==> src/rtl/i2c_slave_responder.sv <==
// I2C slave with a small byte memory behind a one-byte pointer; answers a single
// 7-bit address, stores written bytes (with a local strobe) and streams reads.
module i2c_slave_responder #(
    parameter logic [6:0]  SLAVE_ADDR     = 7'h22,
    parameter int unsigned MEM_ADDR_WIDTH = 4
) (
    input  logic                      clk_i,
    input  logic                      rst_i,
    input  logic                      scl_i,
    input  logic                      sda_i,
    output logic                      scl_o,
    output logic                      sda_o,
    output logic                      busy_o,
    output logic                      wr_valid_o,
    output logic [MEM_ADDR_WIDTH-1:0] wr_addr_o,
    output logic [7:0]                wr_data_o
);

    localparam int unsigned MemDepth = 1 << MEM_ADDR_WIDTH;

    localparam logic [3:0] StIdle     = 4'd0;
    localparam logic [3:0] StAddr     = 4'd1;
    localparam logic [3:0] StAddrAck  = 4'd2;
    localparam logic [3:0] StWrPtr    = 4'd3;
    localparam logic [3:0] StWrData   = 4'd4;
    localparam logic [3:0] StWrAck    = 4'd5;
    localparam logic [3:0] StRdByte   = 4'd6;
    localparam logic [3:0] StRdAck    = 4'd7;
    localparam logic [3:0] StWaitStop = 4'd8;

    logic scl_meta_q, scl_sync_q, scl_hist_q;
    logic sda_meta_q, sda_sync_q, sda_hist_q;
    logic scl_rise, scl_fall, start_det, stop_det;

    logic [3:0]                state_q, state_d;
    logic [2:0]                bit_cnt_q, bit_cnt_d;
    logic [7:0]                shift_q, shift_d;
    logic                      ack_seen_q, ack_seen_d;
    logic                      rw_q, rw_d;
    logic [MEM_ADDR_WIDTH-1:0] ptr_q, ptr_d;
    logic                      sda_q, sda_d;
    logic                      busy_q, busy_d;
    logic                      wr_valid_q, wr_valid_d;
    logic [MEM_ADDR_WIDTH-1:0] wr_addr_q, wr_addr_d;
    logic [7:0]                wr_data_q, wr_data_d;
    logic                      mem_we;
    logic [7:0]                rx_byte, rd_byte;
    logic [7:0]                mem_q [MemDepth];

    assign scl_rise  = scl_sync_q & ~scl_hist_q;
    assign scl_fall  = ~scl_sync_q & scl_hist_q;
    assign start_det = scl_sync_q & scl_hist_q & sda_hist_q & ~sda_sync_q;
    assign stop_det  = scl_sync_q & scl_hist_q & ~sda_hist_q & sda_sync_q;
    assign rx_byte   = {shift_q[6:0], sda_sync_q};
    assign rd_byte   = mem_q[ptr_q];

    always_comb begin
        state_d    = state_q;
        bit_cnt_d  = bit_cnt_q;
        shift_d    = shift_q;
        ack_seen_d = ack_seen_q;
        rw_d       = rw_q;
        ptr_d      = ptr_q;
        sda_d      = sda_q;
        busy_d     = busy_q;
        wr_valid_d = 1'b0;
        wr_addr_d  = wr_addr_q;
        wr_data_d  = wr_data_q;
        mem_we     = 1'b0;
        // Bus conditions win over any edge decoded in the same cycle.
        if (start_det) begin
            state_d    = StAddr;
            bit_cnt_d  = 3'd0;
            ack_seen_d = 1'b0;
            sda_d      = 1'b1;
        end else if (stop_det) begin
            state_d = StIdle;
            sda_d   = 1'b1;
            busy_d  = 1'b0;
        end else begin
            case (state_q)
                StAddr: begin
                    if (scl_rise) begin
                        shift_d   = rx_byte;
                        bit_cnt_d = bit_cnt_q + 3'd1;
                        if (bit_cnt_q == 3'd7) begin
                            ack_seen_d = 1'b0;
                            if (rx_byte[7:1] == SLAVE_ADDR) begin
                                state_d = StAddrAck;
                                busy_d  = 1'b1;
                                rw_d    = rx_byte[0];
                            end else begin
                                state_d = StWaitStop;
                                busy_d  = 1'b0;
                            end
                        end
                    end
                end
                StAddrAck: begin
                    // First fall drives the ACK, the fall after the 9th rise ends it.
                    if (scl_rise) begin
                        ack_seen_d = 1'b1;
                    end else if (scl_fall) begin
                        bit_cnt_d = 3'd0;
                        if (!ack_seen_q) begin
                            sda_d = 1'b0;
                        end else if (rw_q) begin
                            sda_d   = rd_byte[7];
                            shift_d = rd_byte;
                            state_d = StRdByte;
                        end else begin
                            sda_d   = 1'b1;
                            state_d = StWrPtr;
                        end
                    end
                end
                StWrPtr, StWrData: begin
                    if (scl_rise) begin
                        shift_d   = rx_byte;
                        bit_cnt_d = bit_cnt_q + 3'd1;
                        if (bit_cnt_q == 3'd7) begin
                            ack_seen_d = 1'b0;
                            state_d    = StWrAck;
                            if (state_q == StWrPtr) begin
                                ptr_d = rx_byte[MEM_ADDR_WIDTH-1:0];
                            end else begin
                                mem_we     = 1'b1;
                                wr_valid_d = 1'b1;
                                wr_addr_d  = ptr_q;
                                wr_data_d  = rx_byte;
                                ptr_d      = ptr_q + 1'b1;
                            end
                        end
                    end
                end
                StWrAck: begin
                    if (scl_rise) begin
                        ack_seen_d = 1'b1;
                    end else if (scl_fall) begin
                        if (!ack_seen_q) begin
                            sda_d = 1'b0;
                        end else begin
                            sda_d     = 1'b1;
                            bit_cnt_d = 3'd0;
                            state_d   = StWrData;
                        end
                    end
                end
                StRdByte: begin
                    if (scl_fall) begin
                        if (bit_cnt_q == 3'd7) begin
                            sda_d      = 1'b1;
                            ptr_d      = ptr_q + 1'b1;
                            ack_seen_d = 1'b0;
                            state_d    = StRdAck;
                        end else begin
                            sda_d     = shift_q[6];
                            shift_d   = {shift_q[6:0], 1'b0};
                            bit_cnt_d = bit_cnt_q + 3'd1;
                        end
                    end
                end
                StRdAck: begin
                    if (scl_rise) begin
                        if (sda_sync_q) begin
                            state_d = StWaitStop;
                            busy_d  = 1'b0;
                        end else begin
                            ack_seen_d = 1'b1;
                        end
                    end else if (scl_fall && ack_seen_q) begin
                        sda_d     = rd_byte[7];
                        shift_d   = rd_byte;
                        bit_cnt_d = 3'd0;
                        state_d   = StRdByte;
                    end
                end
                StWaitStop: sda_d = 1'b1;
                StIdle:     sda_d = 1'b1;
                default:    state_d = StIdle;
            endcase
        end
    end

    always_ff @(posedge clk_i) begin
        if (rst_i) begin
            scl_meta_q <= 1'b1;
            scl_sync_q <= 1'b1;
            scl_hist_q <= 1'b1;
            sda_meta_q <= 1'b1;
            sda_sync_q <= 1'b1;
            sda_hist_q <= 1'b1;
            state_q    <= StIdle;
            bit_cnt_q  <= 3'd0;
            shift_q    <= 8'h00;
            ack_seen_q <= 1'b0;
            rw_q       <= 1'b0;
            ptr_q      <= '0;
            sda_q      <= 1'b1;
            busy_q     <= 1'b0;
            wr_valid_q <= 1'b0;
            wr_addr_q  <= '0;
            wr_data_q  <= 8'h00;
        end else begin
            scl_meta_q <= scl_i;
            scl_sync_q <= scl_meta_q;
            scl_hist_q <= scl_sync_q;
            sda_meta_q <= sda_i;
            sda_sync_q <= sda_meta_q;
            sda_hist_q <= sda_sync_q;
            state_q    <= state_d;
            bit_cnt_q  <= bit_cnt_d;
            shift_q    <= shift_d;
            ack_seen_q <= ack_seen_d;
            rw_q       <= rw_d;
            ptr_q      <= ptr_d;
            sda_q      <= sda_d;
            busy_q     <= busy_d;
            wr_valid_q <= wr_valid_d;
            wr_addr_q  <= wr_addr_d;
            wr_data_q  <= wr_data_d;
        end
    end

    always_ff @(posedge clk_i) begin
        if (rst_i) begin
            for (int i = 0; i < MemDepth; i++) begin
                mem_q[i] <= 8'h00;
            end
        end else if (mem_we) begin
            mem_q[ptr_q] <= rx_byte;
        end
    end

    assign scl_o      = 1'b1;
    assign sda_o      = sda_q;
    assign busy_o     = busy_q;
    assign wr_valid_o = wr_valid_q;
    assign wr_addr_o  = wr_addr_q;
    assign wr_data_o  = wr_data_q;

endmodule

==> config.mk <==
export PLATFORM = sky130hd
export DESIGN_NAME = i2c_slave_responder
export DESIGN_NICKNAME = d
export VERILOG_FILES = /design/src/rtl/i2c_slave_responder.sv
export SDC_FILE = /design/constraint.sdc
export NUM_CORES = 1
export LEC_CHECK = 0
export CAP_MARGIN = 20
export CORE_AREA = 2 2 141 143
export CTS_CLUSTER_DIAMETER = 50
export CTS_CLUSTER_SIZE = 8
export DETAILED_ROUTE_END_ITERATION = 12
export DIE_AREA = 0 0 143 145
export SYNTH_ARGS = -nofsm -noshare
export SYNTH_HDL_FRONTEND = slang
export SYNTH_SLANG_ARGS = --single-unit
==> constraint.sdc <==
create_clock -name clk_i -period 3.4 [get_ports clk_i]
set_input_delay 0.68 -clock clk_i [delete_from_list [all_inputs] [get_ports clk_i]]
set_output_delay 0.68 -clock clk_i [all_outputs]
set_load 0.02 [all_outputs]
==> flow_metrics.env <==
export IMPL_run_status="completed"
export IMPL_yosys_area_top_type_share=0.453
export IMPL_final_cells=980
export IMPL_yosys_top_cells_count="sky130_fd_sc_hd__and2_1, sky130_fd_sc_hd__edfxtp_1, sky130_fd_sc_hd__dfxtp_1, sky130_fd_sc_hd__nand2_1"
export IMPL_clock_fmax_mhz=365
export IMPL_postRouteAntennaNets=0
export IMPL_routedWlPerCell_um=21.6
export IMPL_worstHoldEndpoint="sda_sync_q"
export IMPL_netlist_cell_type_count=63
export IMPL_leakage_nw=3.30
export IMPL_fp_dieH_um=145
export IMPL_clock_tree_buffer_depth=2
export IMPL_synth_top_family_by_area="simple AND/OR/NAND/NOR gates"
export IMPL_synth_simple_area_share=0.238
export IMPL_synthMuxAreaShare=0.0966
export IMPL_worst_slew_pin_slew_ns=0.872
export IMPL_final_hold_viol_count=0
export IMPL_ant_cells=0
export IMPL_finalCoreUtilization=0.497
export IMPL_yosys_warn_count=0
export IMPL_synth_enable_flop_cells=128
export IMPL_global_route_overflow_total=0
export IMPL_critical_path_arrival_ns=2.84
export IMPL_drt_wl_total_um=21200
export IMPL_synth_ff_latch_count=173
export IMPL_worst_setup_path_startpoint="bit_cnt_q[0]"
export IMPL_post_cts_setup_buffer_count=0
export IMPL_dpl_hpwl_um=14100
export IMPL_postSynth_asyncResetShare=0
export IMPL_hold_buffer_count_at_cts=0
export IMPL_synth_xor_area_frac=0.00206
export IMPL_area_delta_synth_final_pct=12.4
export IMPL_dr_first_iter_drc_count=667
export IMPL_critical_path_endpoint_type="flip-flop"
export IMPL_timing_critical_path_fanout_max=9
export IMPL_initial_utilization=0.442
export IMPL_globalRouteTotalUtil=0.217
export IMPL_r2r_cells=7
export IMPL_core_area_mm2=0.0192
export IMPL_post_synthesis_adder_cell_area_fraction=0.00884
export IMPL_setup_worst_path_class="flip-flop to flip-flop"
export IMPL_holdCritPathClass="flip-flop to flip-flop"
export IMPL_rsz0062_at_grt="no"
export IMPL_final_critical_path_setup_slack_ns=0.662
export IMPL_cellPowerDensity_mw_per_mm2=486
export IMPL_dr_pass1_iters=6
export IMPL_post_synth_top_count_cell="sky130_fd_sc_hd__and2_1"
export IMPL_fin_worst_skew_ns=0.0147
export IMPL_holdCritStartpoint="sda_meta_q"
export IMPL_min_period_ns=2.74
export IMPL_finalSetupViolations=0
export IMPL_r2r_end="mem_q[7][2]"
export IMPL_setup_tns_final_ns=0
export IMPL_timing_final_crit_share=0.805
export IMPL_place_area_mm2=0.00889
export IMPL_worst_r2r_setup_slack_ns=0.66
export IMPL_gp_weighted_congestion=0.863
export IMPL_synthCells=699
export IMPL_vias=5567
export IMPL_ioPinCount=20
export IMPL_final_power_mw=4.64
export IMPL_route_detailed_drc=0
export IMPL_pin_count_of_the_biggest_net_entering_global_routing=39
export IMPL_port_buffer_count=18
export IMPL_clock_tree_from_tritoncts="done"
export IMPL_grt_first_pass_wirelength_um=33200
export IMPL_timing_critical_path_required_ns=3.51
export IMPL_synth_net_count=709
export IMPL_synthTopCellsByArea="sky130_fd_sc_hd__edfxtp_1, sky130_fd_sc_hd__dfxtp_1, sky130_fd_sc_hd__and2_1"
export IMPL_clockRootBuffer="sky130_fd_sc_hd__clkbuf_16"
export IMPL_crit_path_start_kind="flip-flop"
export IMPL_fraction_of_final_layout_cells_with_drive_strength_greater_than_1=0.180
export IMPL_dpl_worst_slack_ns=0.712
export IMPL_holdPathStages=1
export IMPL_cts_repair_resize_count=0
export IMPL_grt_pass1_vias=5444
export IMPL_timing_max_cap_violations=0
export IMPL_synth_top_flop_cell="sky130_fd_sc_hd__edfxtp_1"
export IMPL_clkSinkCount=173
export IMPL_post_synth_instance_area_mm2=0.00849
export IMPL_finalNetCount=712
export IMPL_syn_mean_instance_area_um2=12.2
export IMPL_cts_buffers_inserted=17
export IMPL_via_per_inst=5.68
export IMPL_synth_compound_area_frac=0.0672
export IMPL_relSlewSlack=0.418
export IMPL_power_ir_vdd_worst_uv=366
export IMPL_r2r_start="bit_cnt_q[0]"
export IMPL_cts_reportedPaths_clkPinSlew_ns=0.07
export IMPL_synth_sequential_area_ratio=0.559
export IMPL_design_die_area_mm2=0.0207
export IMPL_clk_latency_ns=0.45
export IMPL_placed_cells_incl_taps=947
export IMPL_number_of_pins_with_negative_max_slew_slack_in_the_final_report=0
export IMPL_finalInstanceArea_mm2=0.00955
export IMPL_die_w_um=143
export IMPL_synth_largest_area_cell="sky130_fd_sc_hd__edfxtp_1"
export IMPL_fin_worst_hold_slack_ns=0.409
export IMPL_clock_tree_htree_level_count=4
export IMPL_row_count=51
export IMPL_grt_antenna_before_repair=0
-- cell usage in the layout (no fill, tap or decap), types with 15 or more instances in the layout --
cell type                           n
sky130_fd_sc_hd__a21oi_1           34
sky130_fd_sc_hd__nand2_1           40
sky130_fd_sc_hd__edfxtp_1         128
sky130_fd_sc_hd__nor2_1            34
sky130_fd_sc_hd__mux4_2            28
sky130_fd_sc_hd__dfxtp_1           43
sky130_fd_sc_hd__mux2i_1           19
sky130_fd_sc_hd__and2_1           129
sky130_fd_sc_hd__clkdlybuf4s50_1   17
sky130_fd_sc_hd__nand2b_1          18
sky130_fd_sc_hd__buf_4             15
sky130_fd_sc_hd__or2_2             23
sky130_fd_sc_hd__clkbuf_16         17
-- routing by layer --
layer	vias to the layer above	track usage	routed length, um
met5	-	0	0
met4	0	0.0668	474
met3	34	0.0459	1180
met2	185	0.335	10300
met1	2817	0.308	9240
li1	2531	-	-
-- power breakdown --
part / leakage [nW] / internal (mW) / switching, mW / total (mW)
clock network: 0.308 / 1.08 / 0.985 / 2.06
logic: 1.30 / 0.0680 / 0.151 / 0.219
registers: 1.68 / 2.32 / 0.0370 / 2.36
-- final cells by class --
class	count	area (um2)
flip-flops and latches	173	4750
clock inverters	15	210
clock buffers	17	425
fillers	1705	9660
multi-input cells	472	3510
inverters	4	15.0
repair buffers	34	315
well taps	265	332
-- worst max-delay path by stage --
stage                   to  slack (ns)  cells after the start
2_1_floorplan  mem_q[5][0]        1.12                      7
3_3_place_gp   mem_q[6][7]        0.85                      6
3_5_place_dp   mem_q[6][3]        0.71                      7
4_1_cts        mem_q[6][1]        0.69                      7
5_1_grt         shift_q[6]        0.52                      6
6_report       mem_q[7][2]        0.66                      7
-- worst max-delay path, cell delays in order, from the launching register on --
cell and delay (ns):
sky130_fd_sc_hd__dfxtp_1 0.36, sky130_fd_sc_hd__ha_1 0.17, sky130_fd_sc_hd__ha_1 0.36, sky130_fd_sc_hd__nand2_2 0.12
sky130_fd_sc_hd__nor4_4 0.48, sky130_fd_sc_hd__nand3b_4 0.30, sky130_fd_sc_hd__nor2_4 0.26, sky130_fd_sc_hd__or2_1 0.34
-- state kept, by name, indices dropped and copies added (netlist names), 3 cells and up, named ones only --
signal and flops:
bit_cnt_q 3, mem_q 128, ptr_q 4, shift_q 7, state_q 4, wr_addr_o 4
wr_data_o 8
-- logic make-up after synthesis --
kind of cell / after synthesis
simple gates: 330
flops: 173
compound gates: 86
buf+inv: 54
mux: 47
fa+ha+maj: 6
xor+xnor: 2
other cells: 1
Note: power is estimated with default switching activity, not from simulation.
